File: src/rtl/mem_ctrl.sv
// Byte-serial RAM responder for the instruction fetch port and the data load/store port.
// One 32-bit transaction at a time, split into 1/2/4 sequential byte accesses, little-endian.
module mem_ctrl #(
    parameter int unsigned ADDR_W        = 32,
    parameter bit          DATA_PRIORITY = 1'b1
) (
    input  logic              clk,
    input  logic              rst,
    input  logic              inst_needed,
    input  logic [ADDR_W-1:0] addr_to_mem,
    output logic              inst_available,
    output logic [31:0]       inst_from_mem,
    input  logic              data_needed,
    input  logic              data_we,
    input  logic [1:0]        data_len,
    input  logic [ADDR_W-1:0] data_addr,
    input  logic [31:0]       data_wdata,
    output logic              data_available,
    output logic [31:0]       data_rdata,
    input  logic [7:0]        mem_din,
    output logic [7:0]        mem_dout,
    output logic [ADDR_W-1:0] mem_a,
    output logic              mem_wr
);

    typedef enum logic [2:0] {StIdle, StInstRd, StDataRd, StDataWr, StDone} state_e;

    state_e            state_q, state_d;
    logic [ADDR_W-1:0] base_q, base_d;
    logic [1:0]        last_q, last_d;
    logic [31:0]       wdata_q, wdata_d;
    logic [1:0]        cnt_q, cnt_d;
    logic              issue_q, issue_d;
    logic              cap_q, cap_d;
    logic [1:0]        cap_idx_q, cap_idx_d;
    logic [31:0]       buf_q, buf_d;
    logic [ADDR_W-1:0] mem_a_q, mem_a_d;
    logic              mem_wr_q, mem_wr_d;
    logic [7:0]        mem_dout_q, mem_dout_d;
    logic              inst_av_q, inst_av_d;
    logic [31:0]       inst_q, inst_d;
    logic              data_av_q, data_av_d;
    logic [31:0]       rdata_q, rdata_d;

    logic              sel_data;
    logic [1:0]        nxt;
    logic [ADDR_W-1:0] next_a;
    logic [1:0]        len_last;
    logic [31:0]       merged;

    assign sel_data = data_needed && (DATA_PRIORITY || !inst_needed);
    assign nxt      = cnt_q + 2'd1;
    assign next_a   = base_q + ADDR_W'(nxt);
    assign len_last = (data_len == 2'b00) ? 2'd0 : (data_len == 2'b01) ? 2'd1 : 2'd3;

    // Assembled word with the byte arriving this cycle merged in.
    always_comb begin
        merged = buf_q;
        merged[{cap_idx_q, 3'b000} +: 8] = mem_din;
    end

    always_comb begin
        state_d    = state_q;
        base_d     = base_q;
        last_d     = last_q;
        wdata_d    = wdata_q;
        cnt_d      = cnt_q;
        issue_d    = issue_q;
        cap_d      = cap_q;
        cap_idx_d  = cap_idx_q;
        buf_d      = buf_q;
        mem_a_d    = '0;
        mem_wr_d   = 1'b0;
        mem_dout_d = '0;
        inst_av_d  = 1'b0;
        inst_d     = inst_q;
        data_av_d  = 1'b0;
        rdata_d    = rdata_q;

        unique case (state_q)
            StIdle: begin
                cnt_d   = '0;
                cap_d   = 1'b0;
                buf_d   = '0;
                if (sel_data) begin
                    base_d  = data_addr;
                    last_d  = len_last;
                    wdata_d = data_wdata;
                    mem_a_d = data_addr;
                    if (data_we) begin
                        state_d    = StDataWr;
                        mem_wr_d   = 1'b1;
                        mem_dout_d = data_wdata[7:0];
                    end else begin
                        state_d = StDataRd;
                        issue_d = 1'b1;
                    end
                end else if (inst_needed) begin
                    state_d = StInstRd;
                    base_d  = addr_to_mem;
                    last_d  = 2'd3;
                    mem_a_d = addr_to_mem;
                    issue_d = 1'b1;
                end
            end
            StInstRd, StDataRd: begin
                if (state_q == StInstRd && !inst_needed) begin
                    state_d = StIdle;
                    issue_d = 1'b0;
                    cap_d   = 1'b0;
                end else if (state_q == StInstRd && addr_to_mem != base_q) begin
                    // Redirect: bytes still in flight belong to the old address and are dropped.
                    base_d  = addr_to_mem;
                    mem_a_d = addr_to_mem;
                    cnt_d   = '0;
                    issue_d = 1'b1;
                    cap_d   = 1'b0;
                    buf_d   = '0;
                end else begin
                    if (cap_q) buf_d = merged;
                    cap_d     = issue_q;
                    cap_idx_d = cnt_q;
                    if (issue_q && cnt_q != last_q) begin
                        cnt_d   = nxt;
                        mem_a_d = next_a;
                    end else begin
                        issue_d = 1'b0;
                    end
                    if (cap_q && cap_idx_q == last_q) begin
                        state_d = StDone;
                        cap_d   = 1'b0;
                        if (state_q == StInstRd) begin
                            inst_av_d = 1'b1;
                            inst_d    = merged;
                        end else begin
                            data_av_d = 1'b1;
                            rdata_d   = merged;
                        end
                    end
                end
            end
            StDataWr: begin
                if (cnt_q != last_q) begin
                    cnt_d      = nxt;
                    mem_a_d    = next_a;
                    mem_wr_d   = 1'b1;
                    mem_dout_d = wdata_q[{nxt, 3'b000} +: 8];
                end else begin
                    state_d   = StDone;
                    data_av_d = 1'b1;
                end
            end
            StDone:  state_d = StIdle;
            default: state_d = StIdle;
        endcase
    end

    always_ff @(posedge clk or posedge rst) begin
        if (rst) begin
            state_q    <= StIdle;
            base_q     <= '0;
            last_q     <= '0;
            wdata_q    <= '0;
            cnt_q      <= '0;
            issue_q    <= 1'b0;
            cap_q      <= 1'b0;
            cap_idx_q  <= '0;
            buf_q      <= '0;
            mem_a_q    <= '0;
            mem_wr_q   <= 1'b0;
            mem_dout_q <= '0;
            inst_av_q  <= 1'b0;
            inst_q     <= '0;
            data_av_q  <= 1'b0;
            rdata_q    <= '0;
        end else begin
            state_q    <= state_d;
            base_q     <= base_d;
            last_q     <= last_d;
            wdata_q    <= wdata_d;
            cnt_q      <= cnt_d;
            issue_q    <= issue_d;
            cap_q      <= cap_d;
            cap_idx_q  <= cap_idx_d;
            buf_q      <= buf_d;
            mem_a_q    <= mem_a_d;
            mem_wr_q   <= mem_wr_d;
            mem_dout_q <= mem_dout_d;
            inst_av_q  <= inst_av_d;
            inst_q     <= inst_d;
            data_av_q  <= data_av_d;
            rdata_q    <= rdata_d;
        end
    end

    assign inst_available = inst_av_q;
    assign inst_from_mem  = inst_q;
    assign data_available = data_av_q;
    assign data_rdata     = rdata_q;
    assign mem_a          = mem_a_q;
    assign mem_wr         = mem_wr_q;
    assign mem_dout       = mem_dout_q;

endmodule
File: config.mk
export PLATFORM = sky130hd
export DESIGN_NAME = mem_ctrl
export DESIGN_NICKNAME = d
export VERILOG_FILES = /design/src/rtl/mem_ctrl.sv
export SDC_FILE = /design/constraint.sdc
export NUM_CORES = 1
export LEC_CHECK = 0
export ABC_AREA = 1
export BUFFER_PORTS_ARGS = -buffer_cell sky130_fd_sc_hd__buf_4
export CORE_ASPECT_RATIO = 0.7
export CORE_UTILIZATION = 56
export CTS_BUF_LIST = sky130_fd_sc_hd__clkbuf_16
export CTS_CLUSTER_SIZE = 12
export DETAILED_ROUTE_END_ITERATION = 8
export GPL_TIMING_DRIVEN = 0
export MAX_ROUTING_LAYER = met4
export PLACE_DENSITY_LB_ADDON = 0.15
export SLEW_MARGIN = 0
export SYNTH_ARGS = -nofsm -noshare
export SYNTH_HDL_FRONTEND = slang
export SYNTH_SLANG_ARGS = --single-unit
File: constraint.sdc
create_clock -name clk -period 7.7 [get_ports clk]
set_input_delay 0.385 -clock clk [delete_from_list [all_inputs] [get_ports clk]]
set_output_delay 0.385 -clock clk [all_outputs]
set_load 0.05 [all_outputs]
==> results of run 1 <==
## synth_stat cells (2+ instances only)
cell type	number	area share
sky130_fd_sc_hd__nor3_2	2	0.0018
sky130_fd_sc_hd__xor2_1	18	0.015
sky130_fd_sc_hd__o21ai_1	29	0.013
sky130_fd_sc_hd__nand4_1	41	0.024
sky130_fd_sc_hd__nand3_1	62	0.029
sky130_fd_sc_hd__a221oi_1	7	0.0056
sky130_fd_sc_hd__buf_6	18	0.019
sky130_fd_sc_hd__dfrtp_1	214	0.49
sky130_fd_sc_hd__nor2_2	5	0.0029
sky130_fd_sc_hd__o21a_1	16	0.011
sky130_fd_sc_hd__inv_1	126	0.044
sky130_fd_sc_hd__buf_4	4	0.0028
sky130_fd_sc_hd__nand2_2	3	0.0017
sky130_fd_sc_hd__nor3_1	15	0.0069
sky130_fd_sc_hd__clkinv_1	3	0.0010
sky130_fd_sc_hd__o21ai_0	86	0.040
sky130_fd_sc_hd__buf_1	3	0.0010
sky130_fd_sc_hd__inv_2	7	0.0024
sky130_fd_sc_hd__buf_2	14	0.0065
sky130_fd_sc_hd__xnor2_1	26	0.021
sky130_fd_sc_hd__clkbuf_1	29	0.010
sky130_fd_sc_hd__a21oi_1	12	0.0055
sky130_fd_sc_hd__a31oi_1	8	0.0046
sky130_fd_sc_hd__o22ai_1	13	0.0075
sky130_fd_sc_hd__nand2_4	2	0.0021
sky130_fd_sc_hd__nand2_1	545	0.19
sky130_fd_sc_hd__nor2_1	54	0.019
sky130_fd_sc_hd__nand3b_1	2	0.0014
sky130_fd_sc_hd__ha_1	7	0.0081
## how the worst min path moves through the flow
stage / end / slack, ns / cells past startpoint
after floorplan: buf_q[0] / 0.44 / 2
after global placement: buf_q[2] / 0.45 / 2
after detailed placement: mem_a[21] / 0.34 / 2
after CTS: wdata_q[11] / 0.06 / 3
after global routing: wdata_q[11] / 0.08 / 3
final: wdata_q[11] / 0.08 / 3
## worst register-to-register path, cell delays in order (launching register included)
cell	delay [ns]
sky130_fd_sc_hd__dfrtp_1	0.41
sky130_fd_sc_hd__clkbuf_1	0.25
sky130_fd_sc_hd__inv_1	0.15
sky130_fd_sc_hd__clkbuf_1	0.39
sky130_fd_sc_hd__ha_1	0.26
sky130_fd_sc_hd__inv_1	0.06
sky130_fd_sc_hd__fa_1	0.37
sky130_fd_sc_hd__inv_1	0.09
sky130_fd_sc_hd__nand3_1	0.15
sky130_fd_sc_hd__nor2_2	0.21
sky130_fd_sc_hd__nand3_1	0.19
sky130_fd_sc_hd__nor3_2	0.22
sky130_fd_sc_hd__nand2_1	0.21
sky130_fd_sc_hd__nor2_1	0.17
sky130_fd_sc_hd__xor2_1	0.16
sky130_fd_sc_hd__nand2_1	0.06
sky130_fd_sc_hd__nand2_1	0.06
## state kept, by name (all words and copies together), names as in the netlist
register,count
base_q,32
buf_q,32
data_rdata,32
inst_from_mem,32
mem_a,32
wdata_q,32
mem_dout,8
state_q,3
cap_idx_q,2
cnt_q,2
last_q,2
cap_q,1
data_available,1
inst_available,1
issue_q,1
mem_wr,1
## power breakdown
group / internal (uW) / switching, uW
Sequential: 1470 / 253
Clock: 635 / 440
Combinational: 833 / 1900
## what timing repair did
action | in CTS | in global routing
hold buffers | 1 | 0
setup buffers | 0 | 0
endpoints found under the hold margin | 25 | 0
## cells by family after synthesis
group	count (synthesis)	share of synthesized area
AOI/OAI and AO/OA	175	0.0913
xor gates and xnor gates	45	0.0370
adders and majority gates	8	0.00991
buffers and inverters	205	0.0864
DFF	214	0.493
and+or+nand+nor	737	0.282
## per-stage QoR
stage	hold WS [ns]	TNS, ns	setup WS, ns	std cells
floorplan	0.442	0	1.46	1384
global placement	0.453	-201.95	-0.964	1842
detailed placement	0.341	0	4.25	1844
CTS	0.0635	0	4.24	1881
global route	0.0775	0	3.88	1881
finish	0.0795	0	4.24	1881
## layout make-up
cell class,instances,area share
clock buffer,23,0.0424
timing repair buffer,219,0.124
sequential,214,0.395
clock inverter,13,0.00960
buffer,69,0.0316
tap,242,0.0223
inverter,136,0.0382
multi-input combinational,965,0.337
## metal layers
metal,global-route usage,wire length (microns),vias to the layer above
met1,0.499,14300,4833
met2,0.456,13100,532
met5,-,0,-
met4,0.0875,760,0
li1,-,-,4882
met3,0.0563,3120,60
==> impl_metrics.sql, run 1 <==
INSERT INTO impl_metrics (metric_group, metric, value, unit) VALUES
('synth', 'synth-async-reset-ratio', '1.00', ''),
('grt', 'first_pass_grt_wire_length', '50200', 'microns'),
('synth', 'post_synth_instance_area', '10900', 'sq um'),
('setup_path', 'number_of_cells_on_the_critical_path', '16', ''),
('timing', 'number_of_max_slew_violations_in_the_final_report', '0', ''),
('cells_and_area', 'syn_to_final_growth', '24.9', '%'),
('synth', 'average_size_of_a_mapped_cell', '7.85', 'sq um'),
('synth', 'ys_seq_elements', '214', ''),
('cells_and_area', 'combined_area_of_the_multi_input_logic_cells', '4560', 'sq um'),
('clock_network', 'ctsResizeCount', '0', ''),
('setup_path', 'regToRegStartpoint', 'cnt_q[0]', ''),
('cells_and_area', 'layout.cells.most_common_list', '545 x sky130_fd_sc_hd__nand2_1, 220 x sky130_fd_sc_hd__buf_4, 214 x sky130_fd_sc_hd__dfrtp_1, 133 x sky130_fd_sc_hd__inv_1, 86 x sky130_fd_sc_hd__o21ai_0', ''),
('timing', 'timing.final.hold_violations', '0', ''),
('setup_path', 'timing.critical_path.cells', 'clkbuf_1 -> inv_1 -> clkbuf_1 -> ha_1 -> inv_1 -> fa_1 -> inv_1 -> nand3_1 -> nor2_2 -> nand3_1 -> nor3_2 -> nand2_1 -> nor2_1 -> xor2_1 -> nand2_1 -> nand2_1', ''),
('route', 'routed_wire_length_per_instance', '16.6', 'microns'),
('synth', 'ys_seq_area_frac', '0.493', ''),
('synth', 'syn-instance-count', '1384', ''),
('clock_network', 'cts-buffers-inserted', '23', ''),
('worst_hold_path', 'worst_hold_startpoint', 'data_wdata[11]', ''),
('timing', 'post-route-min-period', '3.46', 'ns'),
('clock_network', 'clk_path_buf_depth', '3', ''),
('setup_path', 'worst_path_dominant_cell_family', 'simple AND/OR/NAND/NOR gates', ''),
('placed_design', 'place.gp.congestion', '1.00', ''),
('cells_and_area', 'filler_cell_count', '1537', ''),
('route', 'drc', '0', ''),
('setup_path', 'worst_path_largest_cell_delay', '0.41', 'ns'),
('cells_and_area', 'post_route_cells_drive_above_1_share', '0.189', ''),
('synth', 'synth_edf_count', '0', ''),
('timing', 'worst_pin_slew', '0.654', 'ns'),
('setup_path', 'critPathSlowestCell', 'sky130_fd_sc_hd__dfrtp_1', ''),
('cells_and_area', 'antenna_cells', '0', ''),
('grt', 'grt_pass1_vias', '9694', ''),
('setup_path', 'worst_setup_path_endpoint', 'mem_a[24]', ''),
('pwr', 'areal_power_density_over_the_cells', '408', 'nW/um^2'),
('grt', 'antenna_found_initial', '0', ''),
('route', 'dr_vias_cell', '5.48', ''),
('floorplanning', 'coreArea', '18900', 'sq um'),
('setup_path', 'r2r.worst_path.cells', '16', ''),
('clock_network', 'cts.htree.levels', '1', ''),
('placed_design', 'placed_area', '12800', 'sq um'),
('setup_path', 'crit_buf_inv', '5', ''),
('synth', 'yosys_most_used_dff', 'sky130_fd_sc_hd__dfrtp_1', ''),
('setup_path', 'critical_path.endpoint_type', 'flop', ''),
('floorplanning', 'placement_rows', '42', ''),
('placed_design', 'detailedPlacementHpwl', '22700', 'microns'),
('timing', 'timing.clock.skew', '0.0130', 'ns'),
('grt', 'grt_start_max_net_pins', '108', ''),
('status', 'status', 'finished, final reports clean', ''),
('floorplanning', 'die_width', '168', 'microns'),
('synth', 'synth_cell_types', '42', ''),
('setup_path', 'critical_path.startpoint_type', 'flop', ''),
('timing', 'finalCritPeriodShare', '0.450', ''),
('timing', 'maxSlewHeadroom', '0.564', ''),
('grt', 'track_usage', '0.330', ''),
('pwr', 'power.static_leakage', '0.00733', 'uW'),
('job', 'drv.max_cap_violation_count', '0', ''),
('pwr', 'p_total', '5530', 'uW'),
('cells_and_area', 'postLayoutCoreUtil', '0.717', ''),
('setup_path', 'path_class', 'reg -> reg', ''),
('timing', 'count_of_final_setup_violators', '0', ''),
('clock_network', 'clkLatencyLatePin', '0.51', 'ns'),
('clock_network', 'numClockSinks', '214', ''),
('clock_network', 'cts_root_buffer', 'sky130_fd_sc_hd__clkbuf_16', ''),
('cells_and_area', 'layout.nets', '1747', ''),
('worst_hold_path', 'min_path_type', 'in -> reg', ''),
('floorplanning', 'initial_core_util', '0.574', ''),
('setup_path', 'r2r_setup_slack', '4.24', 'ns'),
('route', 'route.vias.total', '10300', ''),
('pwr', 'ir_drop', '0.228', 'mV'),
('setup_path', 'crit_path_start', 'cnt_q[0]', ''),
('floorplanning', 'ios', '218', '');
No activity file was read; power rests on OpenSTA's default activity.
==> run 2: changes to the inputs <==
Settings changed: ABC_AREA 1 to 0, CORE_UTILIZATION 56 to 49.
Clock period 7.7 ns to 3 ns, I/O delays scaled along.
==> impl_metrics.sql, run 2 <==
INSERT INTO impl_metrics (metric_group, metric, value, unit) VALUES
('status', 'status', 'finished, final reports clean', ''),
('route', 'drc', '0', ''),
('timing', 'number_of_max_slew_violations_in_the_final_report', '0', ''),
('cells_and_area', 'layout.nets', '1436', ''),
('clock_network', 'tritoncts', 'done', ''),
('synth', 'synth_edf_count', '0', ''),
('worst_hold_path', 'min_path_type', 'in -> reg', ''),
('grt', 'track_usage', '0.284', ''),
('timing', 'worst_pin_slew', '1.32', 'ns'),
('timing', 'max_fclk', '0.346', 'GHz'),
('cells_and_area', 'antenna_cells', '0', ''),
('setup_path', 'r2r.worst_path.cells', '10', ''),
('cells_and_area', 'postLayoutCoreUtil', '0.687', ''),
('cells_and_area', 'layout.cells.most_common_list', '214 x sky130_fd_sc_hd__buf_4, 212 x sky130_fd_sc_hd__dfrtp_1, 154 x sky130_fd_sc_hd__nand2_1, 108 x sky130_fd_sc_hd__o21ai_0, 99 x sky130_fd_sc_hd__dlygate4sd3_1', ''),
('setup_path', 'timing.critical_path.cells', 'inv_1 -> ha_1 -> inv_1 -> fa_1 -> and3b_2 -> and4_4 -> nand4_1 -> nor4_2 -> xnor2_1 -> o21ai_0', ''),
('route', 'postRouteWirelength', '28800', 'microns'),
('floorplanning', 'fp.dieArea', '21000', 'sq um'),
('clock_network', 'clk_path_buf_depth', '3', ''),
('synth', 'number_of_warnings_reported_in_the_yosys_synthesis_log', '0', ''),
('job', 'drv.max_cap_violation_count', '0', ''),
('route', 'topmost_layer_with_routed_signal_wires', 'met4', ''),
('synth', 'synth-async-reset-ratio', '1.00', ''),
('cells_and_area', 'post_route_cells_drive_above_1_share', '0.214', ''),
('setup_path', 'critical_path.endpoint_type', 'flop', ''),
('floorplanning', 'die_width', '173', 'microns'),
('setup_path', 'crit_path_start', 'cnt_q[0]', ''),
('synth', 'dominant_cells_by_area_after_synthesis', 'sky130_fd_sc_hd__dfrtp_1 54%, sky130_fd_sc_hd__nand2_1 5.8%, sky130_fd_sc_hd__xnor2_1 5.6%', ''),
('placed_design', 'io_buffer_count', '209', ''),
('floorplanning', 'initial_core_util', '0.502', ''),
('floorplanning', 'die_y', '122', 'microns'),
('setup_path', 'arrival', '3.24', 'ns'),
('synth', 'synth_top_area_cell', 'sky130_fd_sc_hd__dfrtp_1', ''),
('placed_design', 'place_worst_setup_slack', '-0.628', 'ns'),
('synth', 'yosys_most_used_dff', 'sky130_fd_sc_hd__dfrtp_1', ''),
('synth', 'post_synth_instance_area', '10000', 'sq um'),
('placed_design', 'place.gp.congestion', '0.886', ''),
('setup_path', 'path_class', 'reg -> reg', ''),
('setup_path', 'cp.required', '3.35', 'ns'),
('floorplanning', 'ios', '218', ''),
('timing', 'post-route-worst-setup-slack', '0.106', 'ns'),
('synth', 'synthesis.nets', '1097', ''),
('route', 'dr.pass1.iters', '5', ''),
('cells_and_area', 'finish.cell_count_without_fillers', '1595', ''),
('synth', 'synth_common_cells', '214 x sky130_fd_sc_hd__dfrtp_1, 154 x sky130_fd_sc_hd__nand2_1, 108 x sky130_fd_sc_hd__o21ai_0, 86 x sky130_fd_sc_hd__inv_1, 64 x sky130_fd_sc_hd__xnor2_1', ''),
('synth', 'syn-instance-count', '978', ''),
('clock_network', 'cts_root_buffer', 'sky130_fd_sc_hd__clkbuf_16', ''),
('clock_network', 'clkLatencyLatePin', '0.50', 'ns'),
('route', 'dr_wl_met3', '2100', 'microns'),
('cells_and_area', 'syn_to_final_growth', '36.8', '%'),
('placed_design', 'placedCellCount', '1462', ''),
('grt', 'grt_pass1_vias', '8405', ''),
('timing', 'count_of_final_setup_violators', '0', ''),
('floorplanning', 'coreArea', '19900', 'sq um'),
('pwr', 'power.static_leakage', '0.00633', 'uW'),
('grt', 'antenna_found_initial', '0', ''),
('setup_path', 'regToRegStartpoint', 'cnt_q[0]', ''),
('timing', 'timing.final.hold_violations', '0', ''),
('route', 'wl_met1', '13700', 'microns'),
('floorplanning', 'placement_rows', '43', ''),
('route', 'drt_first_iter_violations', '736', ''),
('pwr', 'areal_power_density_over_the_cells', '926', 'nW/um^2'),
('placed_design', 'detailedPlacementHpwl', '19900', 'microns'),
('grt', 'first_pass_grt_wire_length', '45400', 'microns'),
('setup_path', 'worst_setup_path_endpoint', 'mem_a[28]', ''),
('grt', 'grt_start_max_net_pins', '42', ''),
('timing', 'finalCritPeriodShare', '0.965', ''),
('grt', 'global_route.overflow_total', '0', ''),
('setup_path', 'critPathMaxFanout', '5', ''),
('route', 'antenna_left', '0', ''),
('synth', 'synth_cell_types', '55', ''),
('route', 'routed_wire_length_per_instance', '18.1', 'microns'),
('route', 'route.vias.total', '8631', ''),
('synth', 'ys_seq_area_frac', '0.535', ''),
('synth', 'ys_seq_elements', '214', ''),
('pwr', 'ir_drop', '0.635', 'mV'),
('route', 'route.met2.wl', '12400', 'microns'),
('setup_path', 'critPathSlowestCell', 'sky130_fd_sc_hd__dfrtp_4', ''),
('setup_path', 'critical_path.startpoint_type', 'flop', ''),
('timing', 'whs', '0.0222', 'ns'),
('timing', 'maxSlewHeadroom', '0.110', ''),
('setup_path', 'r2r-end', 'mem_a[28]', ''),
('timing', 'timing.clock.skew', '0.0139', 'ns'),
('clock_network', 'numClockSinks', '214', ''),
('synth', 'average_size_of_a_mapped_cell', '10.2', 'sq um'),
('synth', 'synthMostInstantiatedCell', 'sky130_fd_sc_hd__dfrtp_1', ''),
('cells_and_area', 'mostFrequentLayoutCell', 'sky130_fd_sc_hd__buf_4', ''),
('setup_path', 'worst_path_largest_cell_delay', '0.51', 'ns'),
('timing', 'post-route-min-period', '2.89', 'ns'),
('clock_network', 'cts-buffers-inserted', '23', ''),
('setup_path', 'r2r_setup_slack', '0.11', 'ns'),
('synth', 'synthDominantCellAreaShare', '0.535', ''),
('clock_network', 'cts.htree.levels', '1', ''),
('setup_path', 'critical-path-top-cell-by-count', 'sky130_fd_sc_hd__inv_1', ''),
('clock_network', 'worst_setup_hold_path_clk_slew', '0.06', 'ns'),
('route', 'dr_vias_cell', '5.41', '');
## run 2: cell families after synthesis
family | count (synthesis) | synth area share
xor+xnor | 68 | 0.0596
buf+inv | 139 | 0.0553
fa+ha+maj | 8 | 0.0108
mux | 46 | 0.0563
compound gates | 234 | 0.152
flops | 214 | 0.535
simple gates | 269 | 0.130
## run 2: worst max-delay path: cells and delay by family, from the launching register on
kind            cells  cell delay (ns)
fa+ha+maj           2             0.60
buf+inv             2             0.18
xor+xnor            1             0.15
flops               1             0.51
compound gates      1             0.09
simple gates        4             1.20
## run 2: what timing repair did
item / in CTS / in global routing
resized for setup: 4 / 7
pin swaps: 0 / 3
endpoints found under the setup margin: 11 / 33
setup buffers: 0 / 4
endpoints found under the hold margin: 135 / 0
hold buffers: 99 / 0
## run 2: stage by stage
step / TNS, ns / area (sq um) / power [uW]
floorplan: 0 / 10000 / 8240
global placement: -279.60 / 11900 / 9880
detailed placement: -3.03 / 12000 / 9990
CTS: 0 / 13600 / 12600
global route: -0.0446 / 13700 / 13400
finish: 0 / 13700 / 12700
## run 2: how the worst min path moves through the flow
stage                    from           to  slack, ns  cells past startpoint
2_1_floorplan   data_wdata[0]   wdata_q[0]       0.26                      2
3_3_place_gp   data_wdata[19]  wdata_q[19]       0.34                      3
3_5_place_dp              rst    mem_a[22]       0.32                      2
4_1_cts         data_addr[30]    mem_a[30]       0.01                      3
5_1_grt         data_addr[30]    mem_a[30]      0.009                      3
6_report        data_addr[30]    mem_a[30]       0.02                      3
## run 2: report_power, final
part / switching (uW) / total (uW) / internal [uW]
clock: 1100 / 2470 / 1370
combinational: 3810 / 5760 / 1950
sequential: 650 / 4430 / 3780
## run 2: cell type report
cell class / count / area [sq um]
multi-input cells: 625 / 4120
clock inverters: 10 / 46.3
fillers: 1551 / 6230
repair buffers: 317 / 2690
plain buffers: 50 / 220
inverters: 86 / 327
flip-flops and latches: 214 / 5360
clock buffers: 23 / 576
well taps: 270 / 338
## run 2: layer usage
| metal | global-route usage | vias to the layer above |
|---|---|---|
| met5 | - | - |
| met4 | 0.0697 | 0 |
| met3 | 0.0440 | 51 |
| met2 | 0.407 | 368 |
| met1 | 0.422 | 4204 |
| li1 | - | 4008 |
